### src/rtl/ysyx_23060221_pkg.sv
`default_nettype none
// +--------------------------------------------------------------------+
// | ysyx_23060221_pkg                                                   |
// | Shared CLINT types: bus FSM state, AXI responses, word decode.     |
// | Revision: 1.0                                                       |
// +--------------------------------------------------------------------+
package ysyx_23060221_pkg;

    typedef enum logic [1:0] {
        ST_IDLE  = 2'd0,
        ST_RDATA = 2'd1,
        ST_WDATA = 2'd2,
        ST_WRESP = 2'd3
    } clint_state_t;

    localparam logic [1:0] c_OKAY   = 2'b00;
    localparam logic [1:0] c_SLVERR = 2'b10;
    localparam logic [1:0] c_DECERR = 2'b11;

    function automatic logic clint_mapped(input logic [31:0] addr, input logic [31:0] base);
        return (addr == base) || (addr == base + 32'd4);
    endfunction

    function automatic logic [31:0] clint_word(input logic [31:0] addr, input logic [31:0] base,
                                               input logic [63:0] val);
        if (addr == base)
            return val[31:0];
        else if (addr == base + 32'd4)
            return val[63:32];
        else
            return 32'd0;
    endfunction

    function automatic logic [1:0] clint_resp(input logic [31:0] addr, input logic [31:0] base);
        return clint_mapped(addr, base) ? c_OKAY : c_DECERR;
    endfunction

endpackage
`default_nettype wire

### src/rtl/ysyx_23060221_mtime.sv
`default_nettype none
// +--------------------------------------------------------------------+
// | ysyx_23060221_mtime                                                 |
// | Prescaler plus free-running 64-bit mtime counter.                   |
// | Revision: 1.0                                                       |
// +--------------------------------------------------------------------+
module ysyx_23060221_mtime #(
    parameter int DIV = 1
) (
    input  logic        clk,
    input  logic        rst_n,
    output logic [63:0] mtime
);

    localparam int PRE_W = (DIV > 1) ? $clog2(DIV) : 1;
    localparam logic [PRE_W-1:0] c_PRE_MAX = PRE_W'(DIV - 1);

    logic [PRE_W-1:0] r_pre;
    logic [63:0]      r_mtime;

    always_ff @(posedge clk or negedge rst_n) begin
        if (!rst_n) begin
            r_pre   <= '0;
            r_mtime <= 64'd0;
        end else if (r_pre == c_PRE_MAX) begin
            r_pre   <= '0;
            r_mtime <= r_mtime + 64'd1;
        end else begin
            r_pre   <= r_pre + 1'b1;
        end
    end

    assign mtime = r_mtime;

endmodule
`default_nettype wire

### src/rtl/ysyx_23060221_clint.sv
`default_nettype none
// +--------------------------------------------------------------------+
// | ysyx_23060221_clint                                                 |
// | AXI4 slave serving coherent mtime snapshots; writes get SLVERR.     |
// | Revision: 1.0                                                       |
// +--------------------------------------------------------------------+
module ysyx_23060221_clint
    import ysyx_23060221_pkg::*;
#(
    parameter logic [31:0] BASE_ADDR = 32'h0200_0000,
    parameter int          DIV       = 1
) (
    input  logic        clk,
    input  logic        rst_n,
    input  logic        clint_arvalid,
    input  logic [31:0] clint_araddr,
    input  logic [3:0]  clint_arid,
    input  logic [7:0]  clint_arlen,
    input  logic [2:0]  clint_arsize,
    input  logic [1:0]  clint_arburst,
    output logic        clint_arready,
    output logic        clint_rvalid,
    output logic [1:0]  clint_rresp,
    output logic [31:0] clint_rdata,
    output logic        clint_rlast,
    output logic [3:0]  clint_rid,
    input  logic        clint_rready,
    input  logic        clint_awvalid,
    input  logic [31:0] clint_awaddr,
    input  logic [3:0]  clint_awid,
    input  logic [7:0]  clint_awlen,
    input  logic [2:0]  clint_awsize,
    input  logic [1:0]  clint_awburst,
    output logic        clint_awready,
    input  logic        clint_wvalid,
    input  logic [31:0] clint_wdata,
    input  logic [3:0]  clint_wstrb,
    input  logic        clint_wlast,
    output logic        clint_wready,
    output logic        clint_bvalid,
    output logic [1:0]  clint_bresp,
    output logic [3:0]  clint_bid,
    input  logic        clint_bready
);

    logic [63:0]  w_mtime;
    clint_state_t r_state;
    logic         r_live;
    logic [63:0]  r_snap;
    logic [31:0]  r_addr;
    logic [7:0]   r_beats;
    logic [3:0]   r_id;
    logic         r_rvalid;
    logic [31:0]  r_rdata;
    logic [1:0]   r_rresp;
    logic         r_rlast;
    logic         r_bvalid;
    logic [1:0]   r_bresp;

    ysyx_23060221_mtime #(
        .DIV   (DIV)
    ) u_mtime (
        .clk   (clk),
        .rst_n (rst_n),
        .mtime (w_mtime)
    );

    // r_live keeps every ready low until the first clock after reset release.
    logic        w_idle;
    logic        w_ar_hs;
    logic        w_aw_hs;
    logic        w_r_hs;
    logic [31:0] w_next_addr;
    logic        w_unused;

    assign w_idle        = (r_state == ST_IDLE);
    assign clint_arready = r_live && w_idle;
    assign clint_awready = r_live && w_idle && !clint_arvalid;
    assign clint_wready  = r_live && (r_state == ST_WDATA);
    assign w_ar_hs       = clint_arvalid && clint_arready;
    assign w_aw_hs       = clint_awvalid && clint_awready;
    assign w_r_hs        = r_rvalid && clint_rready;
    assign w_next_addr   = r_addr + 32'd4;

    assign w_unused = ^{clint_arsize, clint_arburst, clint_awaddr, clint_awlen,
                        clint_awsize, clint_awburst, clint_wdata, clint_wstrb};

    always_ff @(posedge clk or negedge rst_n) begin
        if (!rst_n) begin
            r_state  <= ST_IDLE;
            r_live   <= 1'b0;
            r_snap   <= 64'd0;
            r_addr   <= 32'd0;
            r_beats  <= 8'd0;
            r_id     <= 4'd0;
            r_rvalid <= 1'b0;
            r_rdata  <= 32'd0;
            r_rresp  <= 2'b00;
            r_rlast  <= 1'b0;
            r_bvalid <= 1'b0;
            r_bresp  <= 2'b00;
        end else begin
            r_live <= 1'b1;
            case (r_state)
                ST_IDLE: begin
                    if (w_ar_hs) begin
                        // First beat is decoded straight from the live counter,
                        // which is the same value latched into the snapshot.
                        r_snap   <= w_mtime;
                        r_addr   <= clint_araddr;
                        r_beats  <= clint_arlen;
                        r_id     <= clint_arid;
                        r_rvalid <= 1'b1;
                        r_rdata  <= clint_word(clint_araddr, BASE_ADDR, w_mtime);
                        r_rresp  <= clint_resp(clint_araddr, BASE_ADDR);
                        r_rlast  <= (clint_arlen == 8'd0);
                        r_state  <= ST_RDATA;
                    end else if (w_aw_hs) begin
                        r_id     <= clint_awid;
                        r_state  <= ST_WDATA;
                    end
                end
                ST_RDATA: begin
                    if (w_r_hs) begin
                        if (r_beats == 8'd0) begin
                            r_rvalid <= 1'b0;
                            r_state  <= ST_IDLE;
                        end else begin
                            r_addr   <= w_next_addr;
                            r_beats  <= r_beats - 8'd1;
                            r_rdata  <= clint_word(w_next_addr, BASE_ADDR, r_snap);
                            r_rresp  <= clint_resp(w_next_addr, BASE_ADDR);
                            r_rlast  <= (r_beats == 8'd1);
                        end
                    end
                end
                ST_WDATA: begin
                    if (clint_wvalid && clint_wlast) begin
                        r_bvalid <= 1'b1;
                        r_bresp  <= c_SLVERR;
                        r_state  <= ST_WRESP;
                    end
                end
                ST_WRESP: begin
                    if (clint_bready) begin
                        r_bvalid <= 1'b0;
                        r_state  <= ST_IDLE;
                    end
                end
                default: r_state <= ST_IDLE;
            endcase
        end
    end

    assign clint_rvalid = r_rvalid;
    assign clint_rdata  = r_rdata;
    assign clint_rresp  = r_rresp;
    assign clint_rlast  = r_rlast;
    assign clint_rid    = r_id;
    assign clint_bvalid = r_bvalid;
    assign clint_bresp  = r_bresp;
    assign clint_bid    = r_id;

endmodule
`default_nettype wire

### config.mk
export PLATFORM = sky130hd
export DESIGN_NAME = ysyx_23060221_clint
export DESIGN_NICKNAME = d
export VERILOG_FILES = /design/src/rtl/ysyx_23060221_pkg.sv /design/src/rtl/ysyx_23060221_mtime.sv /design/src/rtl/ysyx_23060221_clint.sv
export SDC_FILE = /design/constraint.sdc
export NUM_CORES = 1
export LEC_CHECK = 0
export CAP_MARGIN = 10
export CORE_ASPECT_RATIO = 2
export CORE_MARGIN = 1.5
export CORE_UTILIZATION = 25
export CTS_BUF_LIST = sky130_fd_sc_hd__clkbuf_16
export CTS_CLUSTER_SIZE = 28
export DETAILED_ROUTE_END_ITERATION = 6
export PLACE_DENSITY = 0.51
export SLEW_MARGIN = 20
export SYNTH_ARGS = -nofsm -noshare
export SYNTH_HDL_FRONTEND = slang
export SYNTH_HIERARCHICAL = 1
export SYNTH_SLANG_ARGS = --single-unit
### constraint.sdc
create_clock -name clk -period 3.7 [get_ports clk]
set_input_delay 0.74 -clock clk [delete_from_list [all_inputs] [get_ports clk]]
set_output_delay 0.74 -clock clk [all_outputs]
set_load 0.05 [all_outputs]
== Word-level counts from Yosys, hierarchy flattened ==
Cells that the tools add are included.

* ROM bits: 0
* Bits in writable memories: 0
* Memories: 0
* Input port bits: 142
* Register bits after elaboration: 214
* Bits in latches: 0

* Eq/ne operators: 15
* Shift-type cells: 0
* Reductions and logical operators: 23
* Multiply operators: 0
* Divide/modulo/power cells: 0
* Add/subtract/negate cells: 4
* $lt $le $gt $ge: 0
* Muxes and demuxes: 43
* Bitwise operators: 0

{| class="wikitable"
|+ Operator list
! kind !! number
|-
| $mux 32 || 10
|-
| $eq 32x26->1 const B || 4
|-
| $pmux 32 s2 || 2
|-
| $add 64x1->64 const B || 1
|-
| $add 32x3->32 const B || 1
|-
| $mux 8 || 3
|-
| $mux 2 || 11
|-
| $logic_not 8->1 || 2
|-
| $pmux 8 s2 || 1
|-
| $mux 1 || 9
|-
| $eq 8x1->1 const B || 1
|-
| $mux 4 || 2
|-
| $ne 2x2->1 const B || 4
|-
| $pmux 2 s4 || 1
|-
| $reduce_and 4->1 || 2
|-
| $sub 8x1->8 const B || 1
|-
| $logic_and 1x1->1 || 7
|-
| $pmux 1 s2 || 3
|-
| $reduce_and 2->1 || 3
|-
| $reduce_bool 2->1 || 3
|-
| $reduce_and 5->1 || 1
|-
| $eq 2x2->1 const B || 2
|-
| $ne 2x1->1 const B || 2
|-
| $pmux 2 s2 || 1
|-
| 7 further kinds || 8
|}

== Longest topological paths before layout ==
Gate-level depths: netlist (run 1).

* Word-level depth: 7
* Gate-level depth with buffers: 11

== By module ==
The synthesis (run 1) kept the hierarchy.

{| class="wikitable"
|+ Modules (own cells, without submodules)
! module !! area an instance (sq um) !! seq. area each (sq um) !! times used !! cells each
|-
| ysyx_23060221_clint || 9,166.3 || 3,703.6 || 1 || 1,075
|-
| ysyx_23060221_mtime || 2,950.3 || 1,601.5 || 1 || 280
|}

== Least setup slack after synthesis (run 1) ==
OpenSTA, ideal clock, no wires.

* Path kind: reg2reg
* Start: reg r_state[1]
* End: reg r_addr[10]
* Setup time: 137 ps
* Path buffers: 5
* Stages on the path, launching flop included: 10
* Required time: 3,563 ps
* Arrival time: 3,436 ps
* Path slack: 127 ps
* Cell sequence: dfrtp_1 > clkbuf_1 > nor3b_1 > nand2_1 > o21ai_1 > buf_2 > buf_2 > buf_2 > clkbuf_1 > a21oi_1

* Cells in the longest elaborated chain, start to end: 5

{| class="wikitable"
|+ RTL lines
! what !! line !! source
|-
| from (decl) || ysyx_23060221_clint.sv:47 || <nowiki>clint_state_t r_state;</nowiki>
|-
| from (signal assigned) || ysyx_23060221_clint.sv:90 || <nowiki>r_state <= ST_IDLE;</nowiki>
|-
| from (signal assigned) || ysyx_23060221_clint.sv:117 || <nowiki>r_state <= ST_RDATA;</nowiki>
|-
| from (signal assigned) || ysyx_23060221_clint.sv:120 || <nowiki>r_state <= ST_WDATA;</nowiki>
|-
| $logic_not 2->1 || ysyx_23060221_clint.sv:76 || <nowiki>assign w_idle = (r_state == ST_IDLE);</nowiki>
|-
| $logic_and 1x1->1 || ysyx_23060221_clint.sv:77 || <nowiki>assign clint_arready = r_live && w_idle;</nowiki>
|-
| named net clint_arready || ysyx_23060221_clint.sv:21 || <nowiki>output logic clint_arready,</nowiki>
|-
| $logic_and 1x1->1 || ysyx_23060221_clint.sv:80 || <nowiki>assign w_ar_hs = clint_arvalid && clint_arready;</nowiki>
|-
| $ne 2x1->1 (no line) || n/a ||
|-
| $reduce_and 4->1 (no line) || n/a ||
|-
| to (signal assigned) || ysyx_23060221_clint.sv:110 || <nowiki>r_addr <= clint_araddr;</nowiki>
|-
| to (signal assigned) || ysyx_23060221_clint.sv:129 || <nowiki>r_addr <= w_next_addr;</nowiki>
|-
| to (decl) || ysyx_23060221_clint.sv:50 || <nowiki>logic [31:0] r_addr;</nowiki>
|}

The timed path passes the listed nets, and every way through them passes these cells.
A chain may end at the register's enable or synchronous reset.

== Final worst setup path (run 1) ==
* Start: reg r_state[1]
* End: out clint_awready

* Cells in the longest elaborated chain, start to end: 3

{| class="wikitable"
|+ RTL lines
! what !! line !! source
|-
| $logic_not 2->1 || ysyx_23060221_clint.sv:76 ||
|-
| $logic_and 1x1->1 (2 in series) || ysyx_23060221_clint.sv:78 || <nowiki>assign clint_awready = r_live && w_idle && !clint_arvalid;</nowiki>
|-
| to (decl) || ysyx_23060221_clint.sv:34 || <nowiki>output logic clint_awready,</nowiki>
|}

Every way passes these cells.

==> results of run 1 <==
-- cell type report --
| cell class | instances | area [um^2] |
|---|---|---|
| clock inverter | 18 | 144 |
| sequential | 212 | 5310 |
| clock buffer | 23 | 576 |
| multi-input combinational | 1033 | 6370 |
| timing repair buffer | 129 | 1290 |
| tap | 638 | 798 |
| fill | 5102 | 33500 |
| inverter | 18 | 67.6 |
-- per-layer routing --
metal | GRT usage, % | up-vias
li1 | - | 4899
met1 | 19.1 | 4815
met2 | 23.5 | 172
met3 | 1.47 | 39
met4 | 4.08 | 0
met5 | 0 | -
-- sequential cells by signal (all words and copies together) (netlist names) --
| register | flops |
|---|---|
| r_snap | 64 |
| u_mtime/mtime | 64 |
| clint_rdata | 32 |
| r_addr | 32 |
| r_beats | 8 |
| clint_bid | 4 |
| r_state | 2 |
| clint_bresp | 1 |
| clint_bvalid | 1 |
| clint_rlast | 1 |
| clint_rresp | 1 |
| clint_rvalid | 1 |
| r_live | 1 |
-- power groups by stage --
stage | sequential (mW) | clock (mW) | combinational (mW)
after floorplan | 2.36 | 0 | 0.0228
after global placement | 2.36 | 0 | 0.155
after detailed placement | 2.36 | 0 | 0.155
after CTS | 2.32 | 2.38 | 0.155
after global routing | 2.32 | 2.45 | 0.166
final | 2.32 | 2.29 | 0.149
-- layout by cell type (no fill, tap or decap), types with 6 or more instances in the layout --
master           count
nand2_1            267
nor2_1              76
o211ai_2            30
o22a_1               6
o31ai_1             32
or2_2               33
mux2i_1             66
a22oi_1              6
xor2_1              42
nor4_1              23
and3_1              14
a21oi_1             49
clkinv_1             6
nor2b_1             32
clkinv_2             6
nand2b_1            33
or3_1                7
dfrtp_1            212
o21ai_0             27
a31oi_1             16
buf_4               20
nand3_1             46
nor3_1              32
clkbuf_16           23
ha_1                 6
inv_1               20
xnor2_1             29
clkdlybuf4s50_1    102
o21ai_1             12
nand4_1             67
-- worst register-to-register path: stages, from the launching register on --
cell	delay, ns
dfrtp_1	0.47
ha_1	0.31
nand3_1	0.35
nor4_4	0.38
buf_4	0.25
nand4_1	0.11
a22oi_1	0.19
nor4b_4	0.37
nand3_2	0.10
buf_4	0.34
o211ai_2	0.26
-- through the flow --
step / hold slack [ns] / worst slack, ns / power, mW
4_1_cts: 0.169 / 0.380 / 4.85
2_1_floorplan: 0.438 / 0.127 / 2.38
3_3_place_gp: 0.453 / 0.550 / 2.52
5_1_grt: 0.203 / 0.104 / 4.94
6_report: 0.167 / 0.415 / 4.76
3_5_place_dp: 0.455 / 0.489 / 2.52
-- logic make-up (layout without fill, tap and decap cells) --
family / count (synthesis) / after routing
AND/OR/NAND/NOR: 671 / 671
AO/OA/AOI/OAI: 216 / 216
flip-flops: 212 / 212
buffers and inverters: 110 / 188
XOR/XNOR: 71 / 71
multiplexers: 67 / 67
adder cells (fa/ha/maj): 6 / 6
other: 2 / 2
-- how the worst min path moves through the flow --
stage / endpoint / cells past startpoint / slack, ns
2_1_floorplan: clint_bid[0] / 0 / 0.44
3_3_place_gp: r_snap[51] / 2 / 0.45
3_5_place_dp: r_snap[61] / 2 / 0.45
4_1_cts: r_addr[21] / 1 / 0.17
5_1_grt: r_live / 1 / 0.20
6_report: r_addr[13] / 1 / 0.17
==> results.toml, run 1 <==
[global_routing]
grt_pass1_vias = 9909
antenna_found_initial = 0
overflow = 0
grt_pass1_wl_mm = 55.8
grt_max_degree = 84
track_usage_pct = 14.1

[clocking]
h-tree-depth = 1
clock_path_buffers = 3
cts-root-buf = "clkbuf_16"
cts.sinks = 212
numCtsBuffers = 23
clkLatencyLatePin_ns = 0.55
cts_setup_buffers = 0
path_clk_slew_ns = 0.06
cts_resized = 0
cts_tree = "yes"
ctsHoldBuffers = 0

[drt]
num_vias = 9925
wl_mm = 34.4
drc = 0
maxUsedRoutingLayer = "met4"
drt-wirelength-per-cell_um = 16.6
firstDrtPassIters = 4
wl_met3_mm = 1.29
ant_nets = 0
dr_wl_met2_mm = 16.3
drt_iter0_drc = 482
met1_length_mm = 16.1
vias_per_cell = 4.79

[die]
die_x_um = 159
start_util_pct = 25.2
die_area_um2 = 49900
top_level_ports = 192
num_rows = 114
die_y_um = 314
core-area_um2 = 48100

[critical_path]
critPathLaunchType = "flip-flop"
max_stage_delay_ns = 0.80
r2r_slack_ns = 0.51
critical_path_arrival_ns = 2.54
cp.required_ns = 2.96
crit_path_top_delay_cell = "clkdlybuf4s50_1"
cp.depth = 3
crit_path_end = "clint_awready"
path_class = "reg -> out"
critPathLaunch = "r_state[1]"
rr_endpoint = "clint_rdata[2]"
critPathBufInv = 1
r2r-start = "r_addr[3]"
crit_fanout = 10
reg2reg_depth = 10
critPathTopFamily = "buffers and inverters"
worst_setup_path_end_kind = "output port"
cp_cell_sequence = "nor3b_1 -> nor2b_1 -> clkdlybuf4s50_1"

[placed_design]
dp_hpwl_mm = 22.0
place_area_um2 = 13800
port_buffers = 104
placed_cells = 2030
gp_congestion = 0.781

[synthesis]
synth_top_area_cell = "dfrtp_1"
synthCells = 1355
syn_area_um2 = 12100
synthArstFlopShare_pct = 100
synth_mux_area_share_pct = 5.55
synth.avg_cell_area_um2 = 8.94
ys_warn_count = 6
yosys.area_share.adder_pct = 0.620
synth.most_common_cell = "nand2_1"
yosys.area_share.simple_pct = 27.9
synth_area_leaders = "dfrtp_1, nand2_1, mux2i_1, nand4_1, o211ai_2"
synth_xor_area_share_pct = 5.13
synthTopCellsByCount = "nand2_1, dfrtp_1, nor2_1"
synth_top_family_by_area = "simple AND/OR/NAND/NOR gates"
synth-compound-area-share_pct = 12.9
synth_edf_count = 0
synth_ff_type = "dfrtp_1"
ys_seq_elements = 212
synth_top_area_share_pct = 43.8
ys_seq_area_share_pct = 43.8
syn_nets = 1503
synthDistinctLibCells = 74

[sta]
period_needed_ns = 3.28
hold_viol_final = 0
slew_viol_final = 0
skew_ns = 0.0197
fin_crit_sh_pct = 88.8
worstMarginPinSlew_ns = 0.993
tns_ns = 0
relSlewSlack_pct = 33.8
rsz0062_at_grt = "no"
fmax_ghz = 0.304
finalSetupViolCount = 0

[final_layout]
nets = 1565
area_growth_pct = 20.1
finalNonFillerCells = 2071
stdcell_area_um2 = 14600
diodes = 0
post-route-util_pct = 30.3
drive_gt1_share_pct = 10.4

[run]
max_cap_viol_count = 0

[status]
status = "completed"

[power_and_ir_drop]
power_leakage_nw = 6.21
peakVddDrop_mv = 0.287
p_switching_mw = 1.10
clockPowerShare_pct = 48.2
p_per_area_nw_per_um2 = 327
swShare_pct = 23.1
seq_power_share_pct = 48.7
intPower_mw = 3.66
pwr-share-comb_pct = 3.1

[min_path]
hp-class = "in -> async"
Note: power is estimated with default switching activity, not from simulation.
==> run 2: changes to the inputs <==
CTS_BUF_LIST = not set   (was sky130_fd_sc_hd__clkbuf_16)
==> run 2 against run 1 <==
Against the previous run:
- clock-buffer cell count grew 9
- sequential power is essentially flat
- die area is the same
- sequential share of layout area shrank 0.12 points
- clock power grew 5%
- largest cell class unchanged
- highest routed layer unchanged
- first-iteration DRC count grew 8.3%
- cell area grew 0.34%
- via count grew 0.73%
- utilization grew 0.10 points
- cell count is the same
- register-to-register slack gained 0.04 ns
==> results.toml, run 2 (synthesis results as in run 1) <==
[sta]
hold_viol_final = 0
fmax_ghz = 0.304
worst_slack_ns = 0.414
period_needed_ns = 3.29
tns_ns = 0
skew_ns = 0.0198
finalSetupViolCount = 0
hold_ws_ns = 0.167
slew_viol_final = 0
fin_crit_sh_pct = 88.8
relSlewSlack_pct = 34.7
rsz0062_at_grt = "no"
worstMarginPinSlew_ns = 0.980

[clocking]
numCtsBuffers = 23
cts_tree = "yes"
cts.sinks = 212
cts_resized = 0
ctsHoldBuffers = 0
cts-root-buf = "clkbuf_16"
path_clk_slew_ns = 0.06
cts_setup_buffers = 0
clock_path_buffers = 3
h-tree-depth = 1
clkLatencyLatePin_ns = 0.55

[final_layout]
drive_gt1_share_pct = 10.7
fillers = 5094
area_growth_pct = 20.5
nets = 1565
diodes = 0
ff_latch_area_um2 = 5310
final_common_cell = "nand2_1"
post-route-util_pct = 30.4
finalNonFillerCells = 2071
final_cell_mix = "nand2_1, dfrtp_1, clkdlybuf4s50_1, nor2_1, nand4_1"
stdcell_area_um2 = 14600
multiInputGateArea_um2 = 6370

[die]
core-area_um2 = 48100
top_level_ports = 192
num_rows = 114
start_util_pct = 25.2
die_area_um2 = 49900
die_x_um = 159
die_y_um = 314

[min_path]
hp-class = "in -> async"

[critical_path]
critPathBufInv = 1
worst_setup_path_end_kind = "output port"
reg2reg_depth = 10
crit_fanout = 10
critical_path_arrival_ns = 2.55
cp_cell_sequence = "nor3b_1 -> nor2b_1 -> clkdlybuf4s50_1"
crit_path_top_delay_cell = "clkdlybuf4s50_1"
r2r-start = "r_addr[3]"
max_stage_delay_ns = 0.80
critPathTopFamily = "buffers and inverters"
cp.required_ns = 2.96
rr_endpoint = "clint_rdata[2]"
path_class = "reg -> out"
critPathLaunchType = "flip-flop"
r2r_slack_ns = 0.55

[global_routing]
grt_pass1_vias = 9896
grt_pass1_wl_mm = 55.7
track_usage_pct = 14.1
grt_max_degree = 84
overflow = 0
antenna_found_initial = 0

[placed_design]
place_area_um2 = 13800
gp_congestion = 0.781
placed_cells = 2030
dp_hpwl_mm = 22.0
place_ws_ns = 0.489
port_buffers = 104

[drt]
drc = 0
drt_iter0_drc = 522
vias_per_cell = 4.83
num_vias = 9997
drt-wirelength-per-cell_um = 16.6
ant_nets = 0
wl_mm = 34.4
firstDrtPassIters = 5

[power_and_ir_drop]
peakVddDrop_mv = 0.287
finalPower_mw = 4.88
power_leakage_nw = 6.23
p_per_area_nw_per_um2 = 334

[status]
status = "completed"

[run]
max_cap_viol_count = 0
-- run 2: area by class of cell --
class | count | share of cell area (%)
Multi-Input combinational cell | 1033 | 43.6
Clock buffer | 32 | 4.52
Sequential cell | 212 | 36.3
Tap cell | 638 | 5.47
Clock inverter | 9 | 0.754
Inverter | 18 | 0.463
Timing Repair Buffer | 129 | 8.84
-- run 2: per-layer routing --
layer  GRT usage [%]  vias up  wire length [um]
li1                -     4910                 -
met1            19.1     4845             16000
met2            23.4      205             16300
met3            1.49       37              1370
met4            4.08        0               747
met5               0        -                 0
-- run 2: power breakdown --
part	internal (mW)	leakage, nW	switching, mW
Combinational	0.0672	2.92	0.0820
Sequential	2.32	2.92	0.000246
Clock	1.39	0.386	1.02
Total	3.78	6.23	1.10
-- run 2: worst max path at each step --
stage,to,slack (ns),cells after the start,from
after CTS,clint_awready,0.38,3,r_state[1]
after detailed placement,clint_rdata[16],0.49,10,r_addr[3]
final,clint_awready,0.41,3,r_state[1]
after floorplan,r_addr[10],0.13,9,r_state[1]
after global routing,clint_rdata[16],0.11,10,r_addr[3]
after global placement,clint_rdata[16],0.55,10,r_addr[3]
